**src/rtl/ddfs_pkg.sv**
```systemverilog
// Shared types, default widths and helpers for the DDFS generator.
package ddfs_pkg;

  typedef enum logic [1:0] {
    WAVE_SINE = 2'd0,
    WAVE_TRI  = 2'd1,
    WAVE_SAW  = 2'd2,
    WAVE_SQR  = 2'd3
  } wave_t;

  localparam int DEF_ACC_W  = 24;
  localparam int DEF_ADDR_W = 8;
  localparam int DEF_DATA_W = 12;
  localparam int DEF_OUT_W  = 10;

  // Offset-binary code for zero amplitude at a given width.
  function automatic int unsigned MIDSCALE(input int unsigned w);
    return 32'd1 << (w - 1);
  endfunction

endpackage

```
**src/rtl/sin_qrom.sv**
```systemverilog
// Quarter-wave sine ROM, one-cycle synchronous read. Entries are sampled at
// half-step offsets so that mirrored quadrants reproduce the same set of
// magnitudes and the folded wave stays symmetric.
module sin_qrom #(
  parameter int ADDR_W = 8,
  parameter int DATA_W = 12
) (
  input  logic              clk,
  input  logic [ADDR_W-1:0] addr_i,
  output logic [DATA_W-2:0] data_o
);

  localparam int  DEPTH = 1 << ADDR_W;
  localparam int  RW    = DATA_W - 1;
  localparam real PI    = 3.14159265358979323846;
  localparam real AMP   = real'((1 << (DATA_W - 1)) - 1);

  logic [RW-1:0] rom [DEPTH];
  logic [RW-1:0] data_q;

  for (genvar k = 0; k < DEPTH; k++) begin : g_rom
    localparam real V = AMP * $sin(PI / 2.0 * (real'(k) + 0.5) / real'(DEPTH));
    assign rom[k] = RW'($rtoi(V + 0.5));
  end

  // Registered table read.
  always_ff @(posedge clk) data_q <= rom[addr_i];

  assign data_o = data_q;

endmodule

```
**src/rtl/ddfs_gen.sv**
```systemverilog
// Pipelined DDFS: S1 accumulate + capture controls, S2 phase/fold/ROM read,
// S3 amplitude scale + offset-binary output register.
// Assumes ADDR_W+2 >= 8 (square duty compare) and DATA_W >= ADDR_W+2.
module ddfs_gen import ddfs_pkg::*; #(
  parameter int ACC_W  = DEF_ACC_W,
  parameter int ADDR_W = DEF_ADDR_W,
  parameter int DATA_W = DEF_DATA_W,
  parameter int OUT_W  = DEF_OUT_W
) (
  input  logic              clk,
  input  logic              rst_n,
  input  logic              sample_en,
  input  logic [ACC_W-1:0]  fw,
  input  logic              fw_load,
  input  logic [ADDR_W+1:0] phase_ofs,
  input  logic              phase_clr,
  input  logic [1:0]        wave_sel,
  input  logic [7:0]        duty,
  input  logic [7:0]        amp,
  output logic [OUT_W-1:0]  q,
  output logic              q_valid,
  output logic              wrap
);

  localparam int PW     = ADDR_W + 2;
  localparam int PRW    = DATA_W + 10;
  localparam int STAGES = 3;
  localparam logic signed [DATA_W-1:0] M_POS = DATA_W'((1 << (DATA_W - 1)) - 1);
  localparam logic signed [DATA_W-1:0] M_NEG = -M_POS;

  // ---------------- S1: accumulator and control capture ----------------
  logic [ACC_W-1:0] acc_q, acc_d, fw_act_q, fw_act_d, fw_pend_q, fw_pend_d, fw_eff;
  logic [ACC_W:0]   sum;
  logic             pend_q, pend_d, clr_q, clr_d, wrap1_q, wrap1_d;
  wave_t            wave1_q, wave2_q;
  logic [7:0]       duty1_q, amp1_q, amp2_q;
  logic [STAGES:1]  vld_pipe;

  // Next-state for accumulator, pending word and clear request.
  always_comb begin
    fw_eff    = pend_q ? fw_pend_q : fw_act_q;
    sum       = {1'b0, acc_q} + {1'b0, fw_eff};
    acc_d     = acc_q;
    fw_act_d  = fw_act_q;
    fw_pend_d = fw_pend_q;
    pend_d    = pend_q;
    clr_d     = clr_q;
    wrap1_d   = wrap1_q;
    if (sample_en) begin
      acc_d    = clr_q ? '0 : sum[ACC_W-1:0];
      wrap1_d  = clr_q | sum[ACC_W];
      fw_act_d = fw_eff;
      pend_d   = 1'b0;
      clr_d    = 1'b0;
    end
    // A load coinciding with a sample only takes effect on the next sample.
    if (fw_load) begin
      fw_pend_d = fw;
      pend_d    = 1'b1;
    end
    if (phase_clr) clr_d = 1'b1;
  end

  // S1 state and per-sample control capture.
  always_ff @(posedge clk or negedge rst_n) begin
    if (!rst_n) begin
      acc_q     <= '0;
      fw_act_q  <= '0;
      fw_pend_q <= '0;
      pend_q    <= 1'b0;
      clr_q     <= 1'b0;
      wrap1_q   <= 1'b0;
      wave1_q   <= WAVE_SINE;
      duty1_q   <= '0;
      amp1_q    <= '0;
    end else begin
      acc_q     <= acc_d;
      fw_act_q  <= fw_act_d;
      fw_pend_q <= fw_pend_d;
      pend_q    <= pend_d;
      clr_q     <= clr_d;
      wrap1_q   <= wrap1_d;
      if (sample_en) begin
        wave1_q <= wave_t'(wave_sel);
        duty1_q <= duty;
        amp1_q  <= amp;
      end
    end
  end

  // ---------------- S2: phase, quadrant fold, ROM read ----------------
  logic [PW-1:0]     p;
  logic [1:0]        qd;
  logic [ADDR_W-1:0] idx, rom_addr;
  logic [ADDR_W:0]   tri_mag;
  logic [DATA_W-2:0] tri_rep, rom_data;
  logic              tri_neg;
  logic signed [DATA_W-1:0] alt_d, alt2_q;
  logic              neg2_q, wrap2_q;

  assign p        = acc_q[ACC_W-1 -: PW] + phase_ofs;
  assign qd       = p[PW-1 -: 2];
  assign idx      = p[ADDR_W-1:0];
  assign rom_addr = qd[0] ? ~idx : idx;
  // Triangle magnitude is odd-valued so p and its mirror land on the same code.
  assign tri_mag  = {~rom_addr, 1'b1};
  assign tri_neg  = ~(qd[1] ^ qd[0]);

  // Stretch the triangle magnitude to full scale by bit replication.
  for (genvar j = 0; j < DATA_W - 1; j++) begin : g_rep
    assign tri_rep[j] = tri_mag[ADDR_W - ((DATA_W - 2 - j) % (ADDR_W + 1))];
  end

  sin_qrom #(.ADDR_W(ADDR_W), .DATA_W(DATA_W)) u_rom (
    .clk    (clk),
    .addr_i (rom_addr),
    .data_o (rom_data)
  );

  // Non-sine waveforms are formed directly from the phase.
  always_comb begin
    alt_d = '0;
    case (wave1_q)
      WAVE_TRI: alt_d = tri_neg ? -$signed({1'b0, tri_rep}) : $signed({1'b0, tri_rep});
      WAVE_SAW: alt_d = DATA_W'({~p[PW-1], p[PW-2:0]}) << (DATA_W - PW);
      WAVE_SQR: alt_d = (p[PW-1 -: 8] < duty1_q) ? M_POS : M_NEG;
      default:  alt_d = '0;
    endcase
  end

  // S2 pipeline registers, aligned with the ROM output.
  always_ff @(posedge clk or negedge rst_n) begin
    if (!rst_n) begin
      alt2_q  <= '0;
      neg2_q  <= 1'b0;
      wrap2_q <= 1'b0;
      wave2_q <= WAVE_SINE;
      amp2_q  <= '0;
    end else begin
      alt2_q  <= alt_d;
      neg2_q  <= qd[1];
      wrap2_q <= wrap1_q;
      wave2_q <= wave1_q;
      amp2_q  <= amp1_q;
    end
  end

  // ---------------- S3: amplitude scale and output ----------------
  logic signed [DATA_W-1:0] s3, sc;
  logic [8:0]               amp_p1;
  logic signed [9:0]        amp_s;
  logic [OUT_W-1:0]         q_q, q_d;
  logic                     wrap_q;

  // Select sine (sign-restored ROM) or the precomputed waveform.
  always_comb begin
    if (wave2_q == WAVE_SINE)
      s3 = neg2_q ? -$signed({1'b0, rom_data}) : $signed({1'b0, rom_data});
    else
      s3 = alt2_q;
  end

  assign amp_p1 = {1'b0, amp2_q} + 9'd1;
  assign amp_s  = $signed({1'b0, amp_p1});
  assign sc     = DATA_W'((PRW'(s3) * PRW'(amp_s)) >>> 8);
  assign q_d    = OUT_W'({~sc[DATA_W-1], sc[DATA_W-2:0]} >> (DATA_W - OUT_W));

  // Valid shift register and output register; q holds between samples.
  always_ff @(posedge clk or negedge rst_n) begin
    if (!rst_n) begin
      vld_pipe <= '0;
      q_q      <= OUT_W'(MIDSCALE(OUT_W));
      wrap_q   <= 1'b0;
    end else begin
      vld_pipe <= {vld_pipe[STAGES-1:1], sample_en};
      wrap_q   <= vld_pipe[2] & wrap2_q;
      if (vld_pipe[2]) q_q <= q_d;
    end
  end

  assign q       = q_q;
  assign q_valid = vld_pipe[STAGES];
  assign wrap    = wrap_q;

endmodule
```
**config.mk**
```make
export PLATFORM = sky130hd
export DESIGN_NAME = ddfs_gen
export DESIGN_NICKNAME = d
export VERILOG_FILES = /design/src/rtl/ddfs_pkg.sv /design/src/rtl/sin_qrom.sv /design/src/rtl/ddfs_gen.sv
export SDC_FILE = /design/constraint.sdc
export NUM_CORES = 1
export LEC_CHECK = 0
export ABC_AREA = 1
export CAP_MARGIN = 40
export CORE_ASPECT_RATIO = 1.1
export CORE_MARGIN = 2
export CORE_UTILIZATION = 55
export DETAILED_ROUTE_END_ITERATION = 10
export PLACE_DENSITY = 0.77
export SLEW_MARGIN = 30
export SYNTH_ARGS = -nofsm -noshare
export SYNTH_HDL_FRONTEND = slang
export SYNTH_SLANG_ARGS = --single-unit
export TNS_END_PERCENT = 50
```
**constraint.sdc**
```tcl
create_clock -name clk -period 6.1 [get_ports clk]
set_clock_uncertainty 0.1 [all_clocks]
set_input_delay 1.83 -clock clk [delete_from_list [all_inputs] [get_ports clk]]
set_output_delay 1.83 -clock clk [all_outputs]
set_load 0.02 [all_outputs]
```
Word level (Yosys, flattened, before mapping)
Memory sizes are Yosys's and may differ from the RTL's. A register that Yosys moved wholly into a read port is not among the register bits.
Cells that the tools add are included.
W data, S select, Z words.
- multiply operators: 1
- $add $sub $neg: 5
- muxes and demuxes: 11
- reduce and logical (&&, ||, !) cells: 3
- $lt $le $gt $ge: 1
- eq/ne operators: 3
- bitwise gates (word level): 8
- operators by type and width (kind ; count):
    $mux W12 ; 4
    $mux W24 ; 2
    $pmux W12 S3 ; 1
    $add A24 B24 Y25 ; 1
    $neg A11 Y12 ; 2
    $mul A12 B10 Y20 ; 1
    $not A8 Y8 ; 2
    $add A10 B10 Y10 ; 1
    $add A8 B1 Y9 const B ; 1
    $not A8 Y9 ; 1
    $lt A8 B8 Y1 ; 1
    $mux W8 ; 1
    $eq A2 B2 Y1 const B ; 2
    $reduce_bool A2 Y1 ; 2
    $mux W1 ; 3
    $eq A2 B1 Y1 const B ; 1
    $logic_not A2 Y1 ; 1
    $not A1 Y1 ; 2
    $and A1 B1 Y1 ; 1
    $or A1 B1 Y1 ; 1
    $xor A1 B1 Y1 ; 1
- word-level logic and storage cells: 50
- memories kept: 1
- register bits after elaboration: 131
- input port bits: 57
- memory bits (read-only): 2816
- memory list (name ; depth ; bits a word ; rd ports ; clocked after memory_dff ; write ports ; RTL line ; text):
    (no name shown) ; 256 ; 11 ; 1 ; 1 ; 0 ; sin_qrom.sv:27 ; always_ff @(posedge clk) data_q <= rom[addr_i];

Logic depth before layout (Yosys ltp)
Gate-level depths: netlist of the first run.
- depth after elaboration: 7
- depth in mapped cells: 33

Modules after synthesis
A second synthesis of the first run with hierarchy kept.
- cells, all modules: 2078
- area total of the unflattened synthesis: 14315.0 um^2
- by module, submodules not included (module ; cells each ; sequential area each (um^2) ; instances ; area an instance (um^2)):
    ddfs_gen ; 1494 ; 3279.4 ; 1 ; 11364.6
    sin_qrom ; 584 ; 220.2 ; 1 ; 2950.3

Worst setup path before layout of the first run
OpenSTA, ideal clock, no wires.
- path type: reg2reg
- from: reg wave2_q[1]
- to: reg q_q[7] (netlist: q[7])
- data required time: 5.917 ns
- library setup time: 0.083 ns
- clock period less this slack: 5.825 ns
- setup slack: 0.275 ns
- stages on the path, launching flop included: 27
- arrival: 5.642 ns
- path through: dfrtp_1 nor2_1 clkbuf_1 clkbuf_1 o21ai_0 inv_1 nand2_1 fa_1 inv_1 fa_1 inv_1 fa_1 inv_1 fa_1 inv_1 fa_1 inv_1 ha_1 nand2_1 nor2_1 nand4_1 o21ai_0 nand3_1 nand2_1 a21oi_1 xor2_1 o21ai_0
- longest elaborated chain between the ends: 3
- RTL lines (element ; RTL line ; text):
    start: declaration ; ddfs_gen.sv:35 ; wave_t wave1_q, wave2_q;
    start signal: assignment ; ddfs_gen.sv:143 ; wave2_q <= wave1_q;
    $logic_not A2 Y1 ; ddfs_gen.sv:157 ; if (wave2_q == WAVE_SINE)
    $mux W12 ; ddfs_gen.sv:157 ;
    $mul A12 B10 Y20 ; ddfs_gen.sv:165 ; assign sc = DATA_W'((PRW'(s3) * PRW'(amp_s)) >>> 8);
    end signal: assignment ; ddfs_gen.sv:172 ; q_q <= OUT_W'(MIDSCALE(OUT_W));
    end signal: assignment ; ddfs_gen.sv:177 ; if (vld_pipe[2]) q_q <= q_d;
    end: declaration ; ddfs_gen.sv:152 ; logic [OUT_W-1:0] q_q, q_d;
No other way between the ends.
A chain may end at the register's enable or synchronous reset.

Worst setup path in the final report of the first run
- from: reg u_rom.data_q[4] (netlist: u_rom.data_o[4])
- to: reg q_q[7] (netlist: q[7])
- longest elaborated chain between the ends: 4
- RTL lines (element ; RTL line ; text):
    start: declaration ; sin_qrom.sv:19 ; logic [RW-1:0] data_q;
    $neg A11 Y12 ; ddfs_gen.sv:158 ; s3 = neg2_q ? -$signed({1'b0, rom_data}) : $signed({1'b0, rom_data});
    $mux W12 * ; ddfs_gen.sv:158 ;
    $mux W12 * ; ddfs_gen.sv:157 ;
    $mul A12 B10 Y20 * ; ddfs_gen.sv:165 ;
Mark *: on every way between the ends. The rest lies on a longest branch, timed or not.

==> results by group, run 1 <==
Setup path
  • Crit path kind: reg -> reg
  • CP top delay family: adder cells
  • Worst Setup End Kind: register
  • Max stage delay on crit path: 0.73 ns
  • Worst path bufs/invs: 4
  • Crit path max-delay cell type: fa_2
  • Cells along the critical path: or2_2 > nor2_2 > nand2_1 > nand2_1 > o211ai_1 > nand2_2 > nor2_1 > fa_2 > inv_1 > fa_1 > inv_1 > fa_1 > fa_1 > inv_1 > fa_1 > inv_1 > ha_1 > a21oi_1 > o21ai_0 > a21oi_2 > xor2_1 > o21ai_0
  • Max FO, Critical Path: 8
  • Critical Path RT: about 6.3 ns
  • Worst setup SP type: register
  • CP Data Arrival Time: approximately 6 ns

Routing
  • DR vias: 13565
  • Antenna Nets Post-Route: 0
  • DR iter-0 viols: just over 1000
  • Vias per std cell: between 5 and 6
  • Wire per inst: about 17 um
  • # DRC: 0
  • DRT Pass-1 Iters: 8
  • Routed WL: a little over 40 mm

Placed design
  • PortBufs: 68
  • HPWL Detailed: 30.3 mm
  • Routability cong.: ~0.94
  • DP Area: roughly 15000 um2

Logic synthesis
  • Post-synthesis cell count: around 2000
  • Synth Area per Inst: around 7.0 um2
  • Synth Area in Adders: 21.5%
  • Post-synth EDFFs: 0
  • Primary FF master, synth: dfrtp_1
  • Ys async rst share: between 90 and 100%
  • Xor-xnor portion of the synthesized cell area: between 2 and 2.5%
  • Post-synthesis cell type count: ~50
  • Synth warnings: 0
  • Multiplexer share of the synthesized area: 0%
  • Largest family of logic cells by synthesized area: simple AND/OR/NAND/NOR gates
  • Synthesized area: 13900 um2
  • Register bit total from synthesis: 142
  • Synth Area in Compound Gates: around 12%
  • Synth Area in Simple Gates: 30.1%
  • Syn Nets: ~2200
  • Register area share after synthesis: 25.1%

STA
  • FMAX: around 170 MHz
  • Final Hold Vio Count: 0
  • Final Critical Period: slightly below 6 ns
  • Final slew viol count: 0
  • Part of the cycle the worst path needs: 95.7%
  • Setup TNS: 0 ns
  • Slew @ Worst Pin: ~0.75 ns
  • Max_slew headroom: 49.7%
  • Final setup viols: 0

Finish
  • Design area: 15900 um2
  • Nets: between 2000 and 2500
  • Fillers: ~2200
  • Layout cell share with drive strength beyond 1: 8.34%
  • Diode count: 0
  • Area Overhead vs Synth: 14.0%

Floorplanning
  • CORE AREA: 25100 um2
  • Die area: between 20000 and 30000 um2
  • Row cnt: 61
  • Initial core utilization: a little under three fifths
  • Die W: 156 um
  • # IOs: 69
  • Die Y: ~170 um

GRT
  • Global-route wire length before repair: 66.6 mm
  • Antenna violations before repair: 0
  • GR Overflow Total: 0
  • GRT Total Usage: between 30% and 40%
  • Vias in the first global route: between 10000 and 15000
  • Largest net degree at the start of global routing: slightly below 80

Clock tree
  • CTS tree: yes
  • Clk slew on worst S/H paths: ~0.080 ns
  • CTS Sinks: approximately 140
  • Worst-skew pair later-pin latency: 0.44 ns
  • H-tree depth: 4
  • TritonCTS buffer count: 17
  • Clock Root Buffer: clkbuf_16
  • CTS max path bufs: 2

Worst hold path
  • Worst Hold Class: reg -> reg

Flow run
  • Max-cap violations: 0

Run status
  • Status: completed
==> worst register-to-register path, delay by kind of cell (launching register included) <==
family	cells	cell delay, ns
adders and majority gates	6	3.17
xor gates and xnor gates	1	0.14
buffers and inverters	4	0.29
DFF	1	0.35
and+or+nand+nor	6	0.89
AOI/OAI and AO/OA	5	0.78
==> flip-flops by register name (all words and copies together) (netlist names), 8 cells and up <==
| signal | count |
|---|---|
| u_rom.data_o | 11 |
| q | 10 |
| alt2_q | 12 |
| amp1_q | 8 |
| amp2_q | 8 |
| fw_act_q | 24 |
| fw_pend_q | 24 |
| duty1_q | 8 |
| acc_q | 24 |
==> layout by cell type (no fill, tap or decap), drive strengths merged <==
| cell type | count |
|---|---|
| clkdlybuf4s50 | 66 |
| a31oi | 10 |
| clkinv | 6 |
| dfrtp | 130 |
| clkbuf | 18 |
| and3 | 1 |
| fa | 88 |
| a21oi | 95 |
| o221ai | 3 |
| o21ai | 153 |
| inv | 271 |
| ha | 99 |
| o31ai | 5 |
| buf | 63 |
| a21boi | 1 |
| xor2 | 22 |
| nand2 | 643 |
| xnor2 | 7 |
| nor3 | 9 |
| nand3b | 4 |
| a21o | 3 |
| nor4 | 1 |
| or2 | 12 |
| o211ai | 14 |
| xnor3 | 1 |
| nor2 | 155 |
| o21bai | 7 |
| dfxtp | 11 |
| nand3 | 166 |
| a22o | 2 |
| o21a | 2 |
| bufinv | 2 |
| dfstp | 1 |
| nand4 | 16 |
==> path summary, 6_finish.rpt <==
kind,cells after the start,slack (ns),start,end
worst max register to register,22,0.26,u_rom.data_o[4]$_DFF_P_,q[7]$_DFFE_PN0P_
worst min register to register,0,0.26,vld_pipe[1]$_DFF_PN0_,vld_pipe[2]$_DFF_PN0_
max in group asynchronous,3,3.62,rst_n,fw_pend_q[11]$_DFFE_PN0P_
worst min-delay path,0,0.26,vld_pipe[1]$_DFF_PN0_,vld_pipe[2]$_DFF_PN0_
worst max-delay path,22,0.26,u_rom.data_o[4]$_DFF_P_,q[7]$_DFFE_PN0P_
min in group asynchronous,1,1.16,rst_n,q[0]$_DFFE_PN0P_
==> cell type report <==
class                      instances  area (um2)  share of cell area [%]
tap                              315         394                    2.48
clock inverter                    14         188                    1.18
clock buffer                      18         439                    2.76
multi-input combinational       1519        9210                    57.9
inverter                         265         995                    6.26
sequential                       142        3500                    22.0
timing repair buffer             129        1170                    7.34
==> cells by family after synthesis <==
| family | count (synthesis) |
|---|---|
| flops | 142 |
| compound gates | 295 |
| simple gates | 1007 |
| xor+xnor | 30 |
| buf+inv | 332 |
| fa+ha+maj | 187 |
==> cells in the mapped netlist, types with 4 or more instances <==
cell type / instances / share of area (%)
o211ai_1: 14 / 0.75
clkinv_1: 4 / 0.11
or2_2: 8 / 0.36
inv_2: 10 / 0.27
o31ai_1: 5 / 0.27
nor2_1: 154 / 4.1
nand2_4: 5 / 0.40
nand3b_1: 4 / 0.22
o21ai_0: 134 / 4.8
nand2_2: 17 / 0.76
ha_1: 99 / 8.9
or2_1: 4 / 0.18
nand3_1: 161 / 5.8
nand4_1: 16 / 0.72
dfxtp_1: 11 / 1.6
clkbuf_1: 33 / 0.89
nand2_1: 621 / 17
nor3_1: 9 / 0.32
o21ai_1: 18 / 0.65
o21bai_1: 7 / 0.38
a31oi_1: 10 / 0.45
dfrtp_1: 130 / 23
a21oi_1: 92 / 3.3
xnor2_1: 6 / 0.38
buf_2: 17 / 0.61
nand3_2: 4 / 0.29
xor2_1: 20 / 1.3
buf_4: 9 / 0.48
inv_1: 251 / 6.8
buf_1: 4 / 0.11
fa_1: 88 / 13
==> what timing repair did <==
action / 4_1_cts / 5_1_grt
gates resized for setup: 1 / 33
buffers inserted: 0 / 6
pin swaps: 0 / 2
hold buffers: 0 / 0
setup endpoints to repair: 2 / 8
==> stage by stage <==
step / hold slack, ns / setup slack [ns] / util [%] / std cells
finish: 0.261 / 0.260 / 63.3 / 2402
global route: 0.281 / -0.0176 / 63.3 / 2402
CTS: 0.258 / 0.0438 / 62.7 / 2396
detailed placement: 0.235 / -0.0757 / 60.2 / 2364
global placement: 0.236 / 0.0813 / 60.1 / 2363
floorplan: 0.231 / 0.275 / - / 1993
==> per-layer routing <==
metal	wire length [um]	share of wire, %	global-route usage [%]
met5	0	0	0
met4	1170	2.9	11.3
met2	20100	50	55.1
met3	2380	5.9	4.41
met1	16700	41	39.7
Power of run 1 is not shown: default switching activity piles up to over one toggle a cycle in this logic, so the estimate is an artifact.
==> run 2, diff against run 1 <==
--- a/config.mk
+++ b/config.mk
@@ -11,7 +11,8 @@
 export CORE_MARGIN = 2
 export CORE_UTILIZATION = 55
 export DETAILED_ROUTE_END_ITERATION = 10
-export PLACE_DENSITY = 0.77
+export GPL_TIMING_DRIVEN = 0
+export PLACE_DENSITY = 0.78
 export SLEW_MARGIN = 30
 export SYNTH_ARGS = -nofsm -noshare
 export SYNTH_HDL_FRONTEND = slang
==> run 2 against run 1 <==
  * Maximum frequency decreased by 1.6%
  * Count of clock-buffer cells in the layout unchanged
  * Worst hold slack improved by 0.015 ns
  * Non-clock buffer count rose by 28
  * Critical path depth up 5
  * Routed wire length rose by 13%
  * Via count is 3.2% higher
  * Worst setup slack got worse by 0.096 ns
  * Register-to-register slack got worse by 0.096 ns
  * Final cell count increased by 1.2%
  * Critical path type unchanged
==> results by group, run 2 (synthesized netlist as in run 1, its figures left out) <==
Run status
  • Status: completed (unchanged)

Setup path
  • Crit path kind: reg -> reg (unchanged)
  • Max FO, Critical Path: 10 (was 8)
  • CP Data Arrival Time: 6.22 ns (was 6.04 ns)
  • Critical Path RT: 6.39 ns (was 6.30 ns)
  • Worst setup SP type: register (unchanged)
  • Worst Setup End Kind: register (unchanged)

Finish
  • Nets: 2346 (was 2318)
  • Leading cell type in the layout, fill and taps excluded: nand2_1 (unchanged)
  • Area Overhead vs Synth: 15.4% (was 14.0%)
  • Layout cell share with drive strength beyond 1: 9.41% (was 8.34%)
  • Regs by FF count: acc_q x24, fw_act_q x24, fw_pend_q x24 (unchanged)
  • Post-Layout Cell Count: 2430 (was 2402)
  • Fillers: 2175 (was 2241)
  • Final core occ: 64.1% (was 63.3%)
  • Diode count: 0 (unchanged)
  • Most frequent cells in the layout: nand2_1, inv_1, nand3_1, nor2_1, dfrtp_1 (unchanged)

Floorplanning
  • # IOs: 69 (unchanged)
  • Die W: 156 um (unchanged)
  • Die Y: 171 um (unchanged)
  • Die area: 26700 um2 (unchanged)
  • Row cnt: 61 (unchanged)
  • Initial core utilization: 55.5% (unchanged)
  • CORE AREA: 25100 um2 (unchanged)

GRT
  • GRT Total Usage: 34.1% (was 31.4%)
  • Vias in the first global route: 13512 (was 13579)
  • Largest net degree at the start of global routing: 83 (was 79)
  • Global-route wire length before repair: 70.1 mm (was 66.6 mm)
  • GR Overflow Total: 0 (unchanged)
  • Antenna violations before repair: 0 (unchanged)

STA
  • Part of the cycle the worst path needs: 97.3% (was 95.7%)
  • Final Critical Period: 5.94 ns (was 5.84 ns)
  • Final setup viols: 0 (unchanged)
  • RSZ-0062 raised after global routing: true
  • Final Hold Vio Count: 0 (unchanged)
  • Slew @ Worst Pin: 0.877 ns (was 0.752 ns)
  • Final slew viol count: 0 (unchanged)
  • Max_slew headroom: 41.1% (was 49.7%)
  • FMAX: 168 MHz (was 171 MHz)

Clock tree
  • Clock Root Buffer: clkbuf_16 (unchanged)
  • H-tree depth: 4 (unchanged)
  • CTS tree: yes (unchanged)
  • CTS max path bufs: 2 (unchanged)
  • TritonCTS buffer count: 17 (unchanged)
  • CTS Sinks: 142 (unchanged)
  • Worst-skew pair later-pin latency: 0.44 ns (about the same)
  • Clk slew on worst S/H paths: 0.07 ns (was 0.08 ns)

Routing
  • Routed WL: 45.5 mm (was 40.3 mm)
  • DRT Pass-1 Iters: 7 (was 8)
  • Antenna Nets Post-Route: 0 (unchanged)
  • DR vias: 13998 (was 13565)
  • DR iter-0 viols: 1316 (was 1028)
  • Vias per std cell: 5.76 (was 5.65)
  • # DRC: 0 (unchanged)
  • Wire per inst: 18.7 um (was 16.8 um)

Placed design
  • PortBufs: 67 (was 68)
  • Dpl cells: 2378 (was 2364)
  • HPWL Detailed: 33.6 mm (was 30.3 mm)
  • Routability cong.: 0.968 (was 0.941)

Flow run
  • Max-cap violations: 0 (unchanged)

Worst hold path
  • Worst Hold Class: reg -> reg (unchanged)
run 2: cell count changes in the layout (fill, tap and decap cells not counted), moves of 4 or more:
cell / delta
buf_2: +17
buf_4: -25
clkbuf_1: +26
inv_1: -5
inv_2: +4
o21ai_0: -4
o21ai_1: -4
o21ai_2: +5
xor2_4: +4
run 2: critical path: stages, from the launching register on:
cell      delay (ns)
dfrtp_1         0.43
ha_2            0.22
nand2_1         0.09
inv_2           0.06
nor2_1          0.25
clkbuf_2        0.32
nand2_1         0.12
fa_1            0.52
inv_1           0.06
fa_1            0.53
fa_1            0.45
fa_1            0.55
inv_1           0.06
fa_1            0.52
inv_1           0.06
ha_4            0.29
nand2_1         0.08
nor2_2          0.13
nand4_1         0.11
o21ai_2         0.21
nand2_1         0.08
o211ai_1        0.16
nand2_1         0.14
nand2_2         0.09
inv_1           0.04
nand2_1         0.06
nand3_1         0.07
nand2_1         0.10
run 2: per-layer routing:
| layer | GRT usage (%) | part of all wire (%) | vias to the layer above |
|---|---|---|---|
| met5 | 0 | 0 | - |
| met4 | 19.3 | 5.3 | 0 |
| met3 | 4.84 | 7.7 | 149 |
| met2 | 57.5 | 48 | 676 |
| met1 | 42.1 | 39 | 6601 |
| li1 | - | - | 6572 |
run 2: layout make-up:
cell class	instances	area, um2	area share, %
Multi-Input combinational cell	1519	9390	58.3
Sequential cell	142	3500	21.8
Inverter	265	998	6.20
Timing Repair Buffer	91	873	5.43
Clock buffer	18	439	2.73
Tap cell	315	394	2.45
Buffer	66	358	2.22
Clock inverter	14	141	0.878
run 2: timing repair:
action	CTS	global route
resized for setup	30	70
pin swaps	1	12
setup endpoints to repair	9	8
endpoints found under the hold margin	0	0
buffers inserted	6	15
hold buffers	0	0
run 2: path summary, 6_finish.rpt:
path                                       startpoint                   end  slack (ns)  depth (start not counted)
worst min register to register  amp1_q[1]$_DFFE_PN0P_   amp2_q[1]$_DFF_PN0_        0.28                          0
worst min-delay path            amp1_q[1]$_DFFE_PN0P_   amp2_q[1]$_DFF_PN0_        0.28                          0
worst max register to register    amp2_q[0]$_DFF_PN0_      q[9]$_DFFE_PN1P_        0.16                         27
max in group asynchronous                       rst_n  acc_q[4]$_DFFE_PN0P_        3.94                          2
worst max-delay path              amp2_q[0]$_DFF_PN0_      q[9]$_DFFE_PN1P_        0.16                         27
min in group asynchronous                       rst_n      q[0]$_DFFE_PN0P_        1.25                          1
run 2: through the flow:
stage / hold slack (ns) / setup slack, ns / area, um2 / setup TNS [ns]
floorplan: 0.231 / 0.275 / 13900 / 0
global placement: 0.234 / -1.85 / 15000 / -241.58
detailed placement: 0.251 / -0.646 / 15100 / -3.06
CTS: 0.266 / 0.0217 / 15800 / 0
global route: 0.288 / -0.0673 / 16100 / -0.273
finish: 0.275 / 0.164 / 16100 / 0
Power of run 2 is left out for the same reason.
